[src/rtl/calc_seq_if.sv]
// calc_seq_if: bundles the sequencer's control bus.
//   Front end -> seq : init, op, b_zero
//   Sub-units -> seq : b2b_done, alu_done, b2d_done (level signals)
//   seq -> sub-units : b2b_init, b2b_sel, ld_a, ld_b, alu_init, alu_sel,
//                      b2d_init, ld_res
//   seq -> front end : busy, done, err
// master = the sequencer, slave = everything around it.
interface calc_seq_if;
    logic       init;
    logic [1:0] op;
    logic       b_zero;
    logic       b2b_done;
    logic       alu_done;
    logic       b2d_done;
    logic       b2b_init;
    logic       b2b_sel;
    logic       ld_a;
    logic       ld_b;
    logic       alu_init;
    logic [1:0] alu_sel;
    logic       b2d_init;
    logic       ld_res;
    logic       busy;
    logic       done;
    logic       err;

    modport master (
        input  init, op, b_zero, b2b_done, alu_done, b2d_done,
        output b2b_init, b2b_sel, ld_a, ld_b, alu_init, alu_sel,
               b2d_init, ld_res, busy, done, err
    );

    modport slave (
        output init, op, b_zero, b2b_done, alu_done, b2d_done,
        input  b2b_init, b2b_sel, ld_a, ld_b, alu_init, alu_sel,
               b2d_init, ld_res, busy, done, err
    );
endinterface

[src/rtl/calc_seq.sv]
// calc_seq: top-level sequencer for the calculator datapath.
// Runs operand A and operand B through the shared BCD-to-binary converter,
// starts the selected arithmetic unit, then the binary-to-BCD converter.
// Sub-units hold done high for a long time, so each converter step waits
// for done to rise (WAIT_*) and then to fall again (REL_*) before reuse.
// Ports:
//   clk  - system clock, rising edge
//   rst  - asynchronous active-low reset
//   bus  - calc_seq_if.master (start/op/b_zero in, unit dones in,
//          strobes/selects out, busy/done/err out)
// Optional build macro CALC_SEQ_TIMEOUT_EN: adds an 8-bit wait counter that
// aborts with err after TIMEOUT cycles in any WAIT_*/REL_* state.
module calc_seq #(
    parameter int unsigned TIMEOUT = 255
) (
    input  logic       clk,
    input  logic       rst,
    calc_seq_if.master bus
);

    typedef enum logic [3:0] {
        IDLE   = 4'd0,
        CONV_A = 4'd1,
        WAIT_A = 4'd2,
        CAP_A  = 4'd3,
        REL_A  = 4'd4,
        CONV_B = 4'd5,
        WAIT_B = 4'd6,
        CAP_B  = 4'd7,
        REL_B  = 4'd8,
        EXEC   = 4'd9,
        WAIT_X = 4'd10,
        TOBCD  = 4'd11,
        WAIT_D = 4'd12,
        FIN    = 4'd13
    } state_t;

    state_t     state_q, state_d;
    logic [1:0] op_q, op_d;
    logic       err_q, err_d;

`ifdef CALC_SEQ_TIMEOUT_EN
    localparam logic [7:0] TO_MAX  = 8'(TIMEOUT);
    localparam logic [7:0] TO_LAST = 8'(TIMEOUT - 1);

    logic [7:0] to_cnt_q, to_cnt_d;
    logic       is_wait;
    logic       to_hit;

    assign is_wait = state_q inside {WAIT_A, REL_A, WAIT_B, REL_B, WAIT_X, WAIT_D};
    // Abort on the edge at which the counter would reach TIMEOUT, so the
    // FSM is back in IDLE exactly TIMEOUT cycles after entering the wait.
    assign to_hit  = is_wait && (to_cnt_q == TO_LAST);

    // Any state change restarts the count; staying in a wait state counts up.
    always_comb begin
        to_cnt_d = to_cnt_q;
        if (state_d != state_q)
            to_cnt_d = 8'd0;
        else if (is_wait && to_cnt_q != TO_MAX)
            to_cnt_d = to_cnt_q + 8'd1;
    end

    always_ff @(posedge clk or negedge rst) begin
        if (!rst) to_cnt_q <= 8'd0;
        else      to_cnt_q <= to_cnt_d;
    end
`endif

    always_ff @(posedge clk or negedge rst) begin
        if (!rst) begin
            state_q <= IDLE;
            op_q    <= 2'b00;
            err_q   <= 1'b0;
        end else begin
            state_q <= state_d;
            op_q    <= op_d;
            err_q   <= err_d;
        end
    end

    // Next state plus Moore output decode.
    always_comb begin
        state_d      = state_q;
        op_d         = op_q;
        err_d        = err_q;
        bus.b2b_init = 1'b0;
        bus.b2b_sel  = 1'b0;
        bus.ld_a     = 1'b0;
        bus.ld_b     = 1'b0;
        bus.alu_init = 1'b0;
        bus.b2d_init = 1'b0;
        bus.ld_res   = 1'b0;
        bus.busy     = 1'b1;
        bus.done     = 1'b0;

        case (state_q)
            IDLE: begin
                bus.busy = 1'b0;
                if (bus.init) begin
                    op_d    = bus.op;
                    err_d   = 1'b0;
                    state_d = CONV_A;
                end
            end
            CONV_A: begin
                bus.b2b_init = 1'b1;
                state_d      = WAIT_A;
            end
            WAIT_A: if (bus.b2b_done) state_d = CAP_A;
            CAP_A: begin
                bus.ld_a = 1'b1;
                state_d  = REL_A;
            end
            // Converter ignores init while its done is still high.
            REL_A: if (!bus.b2b_done) state_d = CONV_B;
            CONV_B: begin
                bus.b2b_sel  = 1'b1;
                bus.b2b_init = 1'b1;
                state_d      = WAIT_B;
            end
            WAIT_B: begin
                bus.b2b_sel = 1'b1;
                if (bus.b2b_done) state_d = CAP_B;
            end
            CAP_B: begin
                bus.b2b_sel = 1'b1;
                bus.ld_b    = 1'b1;
                // Divide by zero: flag it and never start the ALU.
                if (op_q == 2'b11 && bus.b_zero) begin
                    err_d   = 1'b1;
                    state_d = IDLE;
                end else begin
                    state_d = REL_B;
                end
            end
            REL_B: begin
                bus.b2b_sel = 1'b1;
                if (!bus.b2b_done) state_d = EXEC;
            end
            EXEC: begin
                bus.alu_init = 1'b1;
                state_d      = WAIT_X;
            end
            WAIT_X: if (bus.alu_done) state_d = TOBCD;
            TOBCD: begin
                bus.b2d_init = 1'b1;
                state_d      = WAIT_D;
            end
            WAIT_D: if (bus.b2d_done) state_d = FIN;
            FIN: begin
                bus.ld_res = 1'b1;
                bus.done   = 1'b1;
                state_d    = IDLE;
            end
            default: begin
                bus.busy = 1'b0;
                state_d  = IDLE;
            end
        endcase

`ifdef CALC_SEQ_TIMEOUT_EN
        // A wait that is still pending at the limit is abandoned.
        if (to_hit && state_d == state_q) begin
            err_d   = 1'b1;
            state_d = IDLE;
        end
`endif
    end

    assign bus.alu_sel = op_q;
    assign bus.err     = err_q;

endmodule

[src/flat_wrapper.sv]
// flat-port wrapper written by rule: the top's interface ports become plain ports
module calc_seq_flat 
#(
    parameter int unsigned TIMEOUT = 255
)
  (clk, rst, bus_init, bus_op, bus_b_zero, bus_b2b_done, bus_alu_done, bus_b2d_done, bus_b2b_init, bus_b2b_sel, bus_ld_a, bus_ld_b, bus_alu_init, bus_alu_sel, bus_b2d_init, bus_ld_res, bus_busy, bus_done, bus_err);
  calc_seq_if bus_i ();
  input  logic clk;
  input  logic rst;
  input wire logic [$bits(bus_i.init)-1:0] bus_init;
  input wire logic [$bits(bus_i.op)-1:0] bus_op;
  input wire logic [$bits(bus_i.b_zero)-1:0] bus_b_zero;
  input wire logic [$bits(bus_i.b2b_done)-1:0] bus_b2b_done;
  input wire logic [$bits(bus_i.alu_done)-1:0] bus_alu_done;
  input wire logic [$bits(bus_i.b2d_done)-1:0] bus_b2d_done;
  output wire logic [$bits(bus_i.b2b_init)-1:0] bus_b2b_init;
  output wire logic [$bits(bus_i.b2b_sel)-1:0] bus_b2b_sel;
  output wire logic [$bits(bus_i.ld_a)-1:0] bus_ld_a;
  output wire logic [$bits(bus_i.ld_b)-1:0] bus_ld_b;
  output wire logic [$bits(bus_i.alu_init)-1:0] bus_alu_init;
  output wire logic [$bits(bus_i.alu_sel)-1:0] bus_alu_sel;
  output wire logic [$bits(bus_i.b2d_init)-1:0] bus_b2d_init;
  output wire logic [$bits(bus_i.ld_res)-1:0] bus_ld_res;
  output wire logic [$bits(bus_i.busy)-1:0] bus_busy;
  output wire logic [$bits(bus_i.done)-1:0] bus_done;
  output wire logic [$bits(bus_i.err)-1:0] bus_err;
  assign bus_i.init = bus_init;
  assign bus_i.op = bus_op;
  assign bus_i.b_zero = bus_b_zero;
  assign bus_i.b2b_done = bus_b2b_done;
  assign bus_i.alu_done = bus_alu_done;
  assign bus_i.b2d_done = bus_b2d_done;
  assign bus_b2b_init = bus_i.b2b_init;
  assign bus_b2b_sel = bus_i.b2b_sel;
  assign bus_ld_a = bus_i.ld_a;
  assign bus_ld_b = bus_i.ld_b;
  assign bus_alu_init = bus_i.alu_init;
  assign bus_alu_sel = bus_i.alu_sel;
  assign bus_b2d_init = bus_i.b2d_init;
  assign bus_ld_res = bus_i.ld_res;
  assign bus_busy = bus_i.busy;
  assign bus_done = bus_i.done;
  assign bus_err = bus_i.err;
  calc_seq #(.TIMEOUT(TIMEOUT)) u_core (.clk(clk), .rst(rst), .bus(bus_i));
endmodule
[config.mk]
export PLATFORM = sky130hd
export DESIGN_NAME = calc_seq_flat
export DESIGN_NICKNAME = d
export VERILOG_FILES = /design/src/rtl/calc_seq_if.sv /design/src/rtl/calc_seq.sv /design/src/flat_wrapper.sv
export SDC_FILE = /design/constraint.sdc
export NUM_CORES = 1
export LEC_CHECK = 0
export CAP_MARGIN = 25
export CORE_AREA = 3 3 40 42
export CTS_BUF_LIST = sky130_fd_sc_hd__clkbuf_16
export CTS_CLUSTER_SIZE = 10
export DETAILED_ROUTE_END_ITERATION = 10
export DIE_AREA = 0 0 43 45
export GPL_TIMING_DRIVEN = 1
export PLACE_DENSITY = 0.68
export SYNTH_ARGS = -nofsm -noshare
export SYNTH_HDL_FRONTEND = slang
export SYNTH_SLANG_ARGS = --single-unit
[constraint.sdc]
create_clock -name clk -period 2.9 [get_ports clk]
set_input_delay 0.58 -clock clk [delete_from_list [all_inputs] [get_ports clk]]
set_output_delay 0.58 -clock clk [all_outputs]
set_load 0.005 [all_outputs]
==> flow_summary.toml <==
[outcome]
outcome = "completed"

[layout]
final_area_sq_um = 714
drive_gt1_share_pct = 8.82
final_cell_count_no_fill = 83
final_util_pct = 55.6
num_antenna_cells = 0
layout.area.seq_sq_um = 175
fillCellCount = 116
multi_input_area_sq_um = 241
final_net_count = 78
area_delta_synth_final_pct = 59.1

[place]
dpl.cell_count = 79
dpl_cell_area_sq_um = 636
hpwl_um = 849
gp_congestion = 0.750
io_buffers = 20
detailedPlace.worstSlack_ns = 0.753

[min_path]
min_path_type = "reg -> reg"

[synth]
yosys_most_used_dff = "dfrtp_1"
syn_nets = 58
synth_top_cell_area_share_pct = 39.0
synth-seq-cells = 7
syn-instance-count = 49
synth_edf_count = 0
async_flop_share_pct = 100
yosys_warnings = 0
synthesis.area_sq_um = 449
synth_top_area_cell = "dfrtp_1"
ys_seq_area_share_pct = 39.0
yosysMostFrequentCell = "dfrtp_1"
synth_cell_type_count = 28
ys_top_cells_by_area = "dfrtp_1, mux2_1, nor2_1"
ys_top_cells_by_count = "dfrtp_1, nor2_1, nand2_1, a21oi_1, o21ai_0"
syn_area_per_cell_sq_um = 9.17

[pwr]
p_seq_share_pct = 32.3
switching_share_pct = 34.1
p_per_area_nw_per_um2 = 1110
p_sw_mw = 0.270
peakVddDrop_uv = 498
p_comb_share_pct = 38.3
intPower_mw = 0.522
total_power_mw = 0.792
p_leak_nw = 0.281
clkPwrFrac_pct = 29.4

[route]
viasPerCell = 5.27
initialDrtViolationCount = 7
drc = 0
drt-pass1-iter-count = 4
num_vias = 437
postRouteAntennaNets = 0
wl_per_cell_um = 13.8
wl_um = 1140

[grt]
grt_overflow = 0
antenna_found_initial = 0
grt_max_degree = 17
grt_pass1_wl_um = 1830
grt.total_usage_pct = 13.3
grt_pass1_vias = 402

[die]
fp.coreArea_sq_um = 1280
chipWidth_um = 43
io_pins = 21
start_util_pct = 35.0
die_area_sq_um = 1940
rows = 13
die_h_um = 45

[sta]
fin_skew_ns = 0.00196
fmax_mhz = 420
setup_ws_ns = 0.519
timing.final.crit_period_ns = 2.38
worstMarginPinSlew_ns = 0.455
tns_ns = 0
hold_viol = 0
rsz0062_at_grt = "no"
setup_viol = 0
drv_slew = 0
whs_ns = 0.547
slew_headroom_pct = 69.6
fin_crit_sh_pct = 82.1

[critical_path]
crit_chain = "nand2b_1 > o31ai_1 > clkdlybuf4s50_1"
crit_required_ns = 2.32
cp-end-kind = "primary output"
crit_arrival_ns = 1.80
crit_type = "reg -> out"
cp_max_fo = 16
cp_slowest_stage_delay_ns = 0.61
slowest_stage = "dfrtp_1"
cp_top_family = "flip-flops"
critPathBufInv = 1
start_kind = "flip-flop"

[clocking]
tritoncts = "done"
cts_made_buffers = 3
root_buffer = "clkbuf_16"
cts_buffer_depth = 2
hold_buffers = 0
cts_resized = 0
cts.clk_slew.worst_paths_ns = 0.04
htreeDepth = 1
cts_sinks = 7
postCtsSetupBuffers = 0
worstSkewPairLatency_ns = 0.23

[flow_run]
cap_violations = 0
[power groups by stage]
stage	combinational (mW)	clock, mW	sequential, mW
2_1_floorplan	0.241	0	0.186
3_3_place_gp	0.307	0	0.251
3_5_place_dp	0.310	0	0.256
4_1_cts	0.311	0.236	0.254
5_1_grt	0.336	0.245	0.268
6_report	0.304	0.233	0.256
[cell type report]
cell class,instances,share of cell area (%)
flip-flops and latches,7,24.5
well taps,15,2.63
clock inverters,1,0.525
repair buffers,20,28.0
clock buffers,3,10.5
multi-input cells,37,33.8
[sequential cells by signal, summed over array words and instances, names as in the netlist]
| signal | count |
|---|---|
| u_core.state_q | 4 |
| u_core.bus.alu_sel | 2 |
| u_core.bus.err | 1 |
[cells in the final DEF (no fill, tap or decap)]
| master | Yosys | final |
|---|---|---|
| a21oi_1 | 3 | 3 |
| a41oi_1 | 1 | 1 |
| or2_1 | 1 | 1 |
| nand3_1 | 1 | 1 |
| nor2b_1 | 1 | 1 |
| nand2_1 | 4 | 4 |
| o31ai_1 | 1 | 1 |
| nor2_1 | 6 | 6 |
| o211ai_1 | 1 | 1 |
| nand2b_1 | 2 | 2 |
| dfrtp_1 | 7 | 7 |
| nor4_2 | 1 | 1 |
| inv_1 | 0 | 1 |
| a2111oi_2 | 1 | 1 |
| nor4_1 | 1 | 1 |
| mux2_1 | 2 | 2 |
| clkdlybuf4s50_1 | 0 | 20 |
| nor3_1 | 1 | 1 |
| and3_1 | 1 | 1 |
| a22o_1 | 1 | 1 |
| xnor2_1 | 1 | 1 |
| and3b_1 | 1 | 1 |
| o21ai_0 | 3 | 3 |
| a311o_1 | 1 | 1 |
| and4b_2 | 1 | 1 |
| clkbuf_16 | 0 | 3 |
| o21ai_1 | 1 | 1 |
[path summary, 6_finish.rpt]
path                                                endpoint                     startpoint  slack [ns]  cells past startpoint
setup / recovery                                 bus_b2b_sel  u_core.state_q[3]$_DFFE_PN0P_        0.52                      3
hold / removal                    u_core.bus.err$_DFFE_PN0P_     u_core.bus.err$_DFFE_PN0P_        0.55                      2
setup reg to reg               u_core.state_q[0]$_DFFE_PN0P_  u_core.state_q[3]$_DFFE_PN0P_        1.34                      3
hold reg to reg                   u_core.bus.err$_DFFE_PN0P_     u_core.bus.err$_DFFE_PN0P_        0.55                      2
max in group asynchronous  u_core.bus.alu_sel[0]$_DFFE_PN0P_                            rst        2.04                      1
min in group asynchronous      u_core.state_q[3]$_DFFE_PN0P_                            rst        0.62                      1
[worst register-to-register path: cells and delay by family (launching register included)]
kind | cells | cell delay (ns)
compound gates | 2 | 0.61
flops | 1 | 0.53
simple gates | 1 | 0.32
[kinds of logic (layout without fill, tap and decap cells)]
family / after synthesis / in the layout / synth area share (%)
xor gates and xnor gates: 1 / 1 / 1.95
buffers and inverters: 5 / 24 / 7.24
and+or+nand+nor: 21 / 21 / 26.2
muxes: 2 / 2 / 5.01
DFF: 7 / 7 / 39.0
AOI/OAI and AO/OA: 13 / 13 / 20.6
[layer usage]
layer / part of all wire (%) / GRT usage [%] / vias to the layer above
li1: - / - / 215
met1: 46 / 16.0 / 208
met2: 47 / 18.9 / 9
met3: 3.4 / 5.18 / 5
met4: 3.6 / 10.8 / 0
met5: 0 / 0 / -
Note: power is estimated with default switching activity, not from simulation.
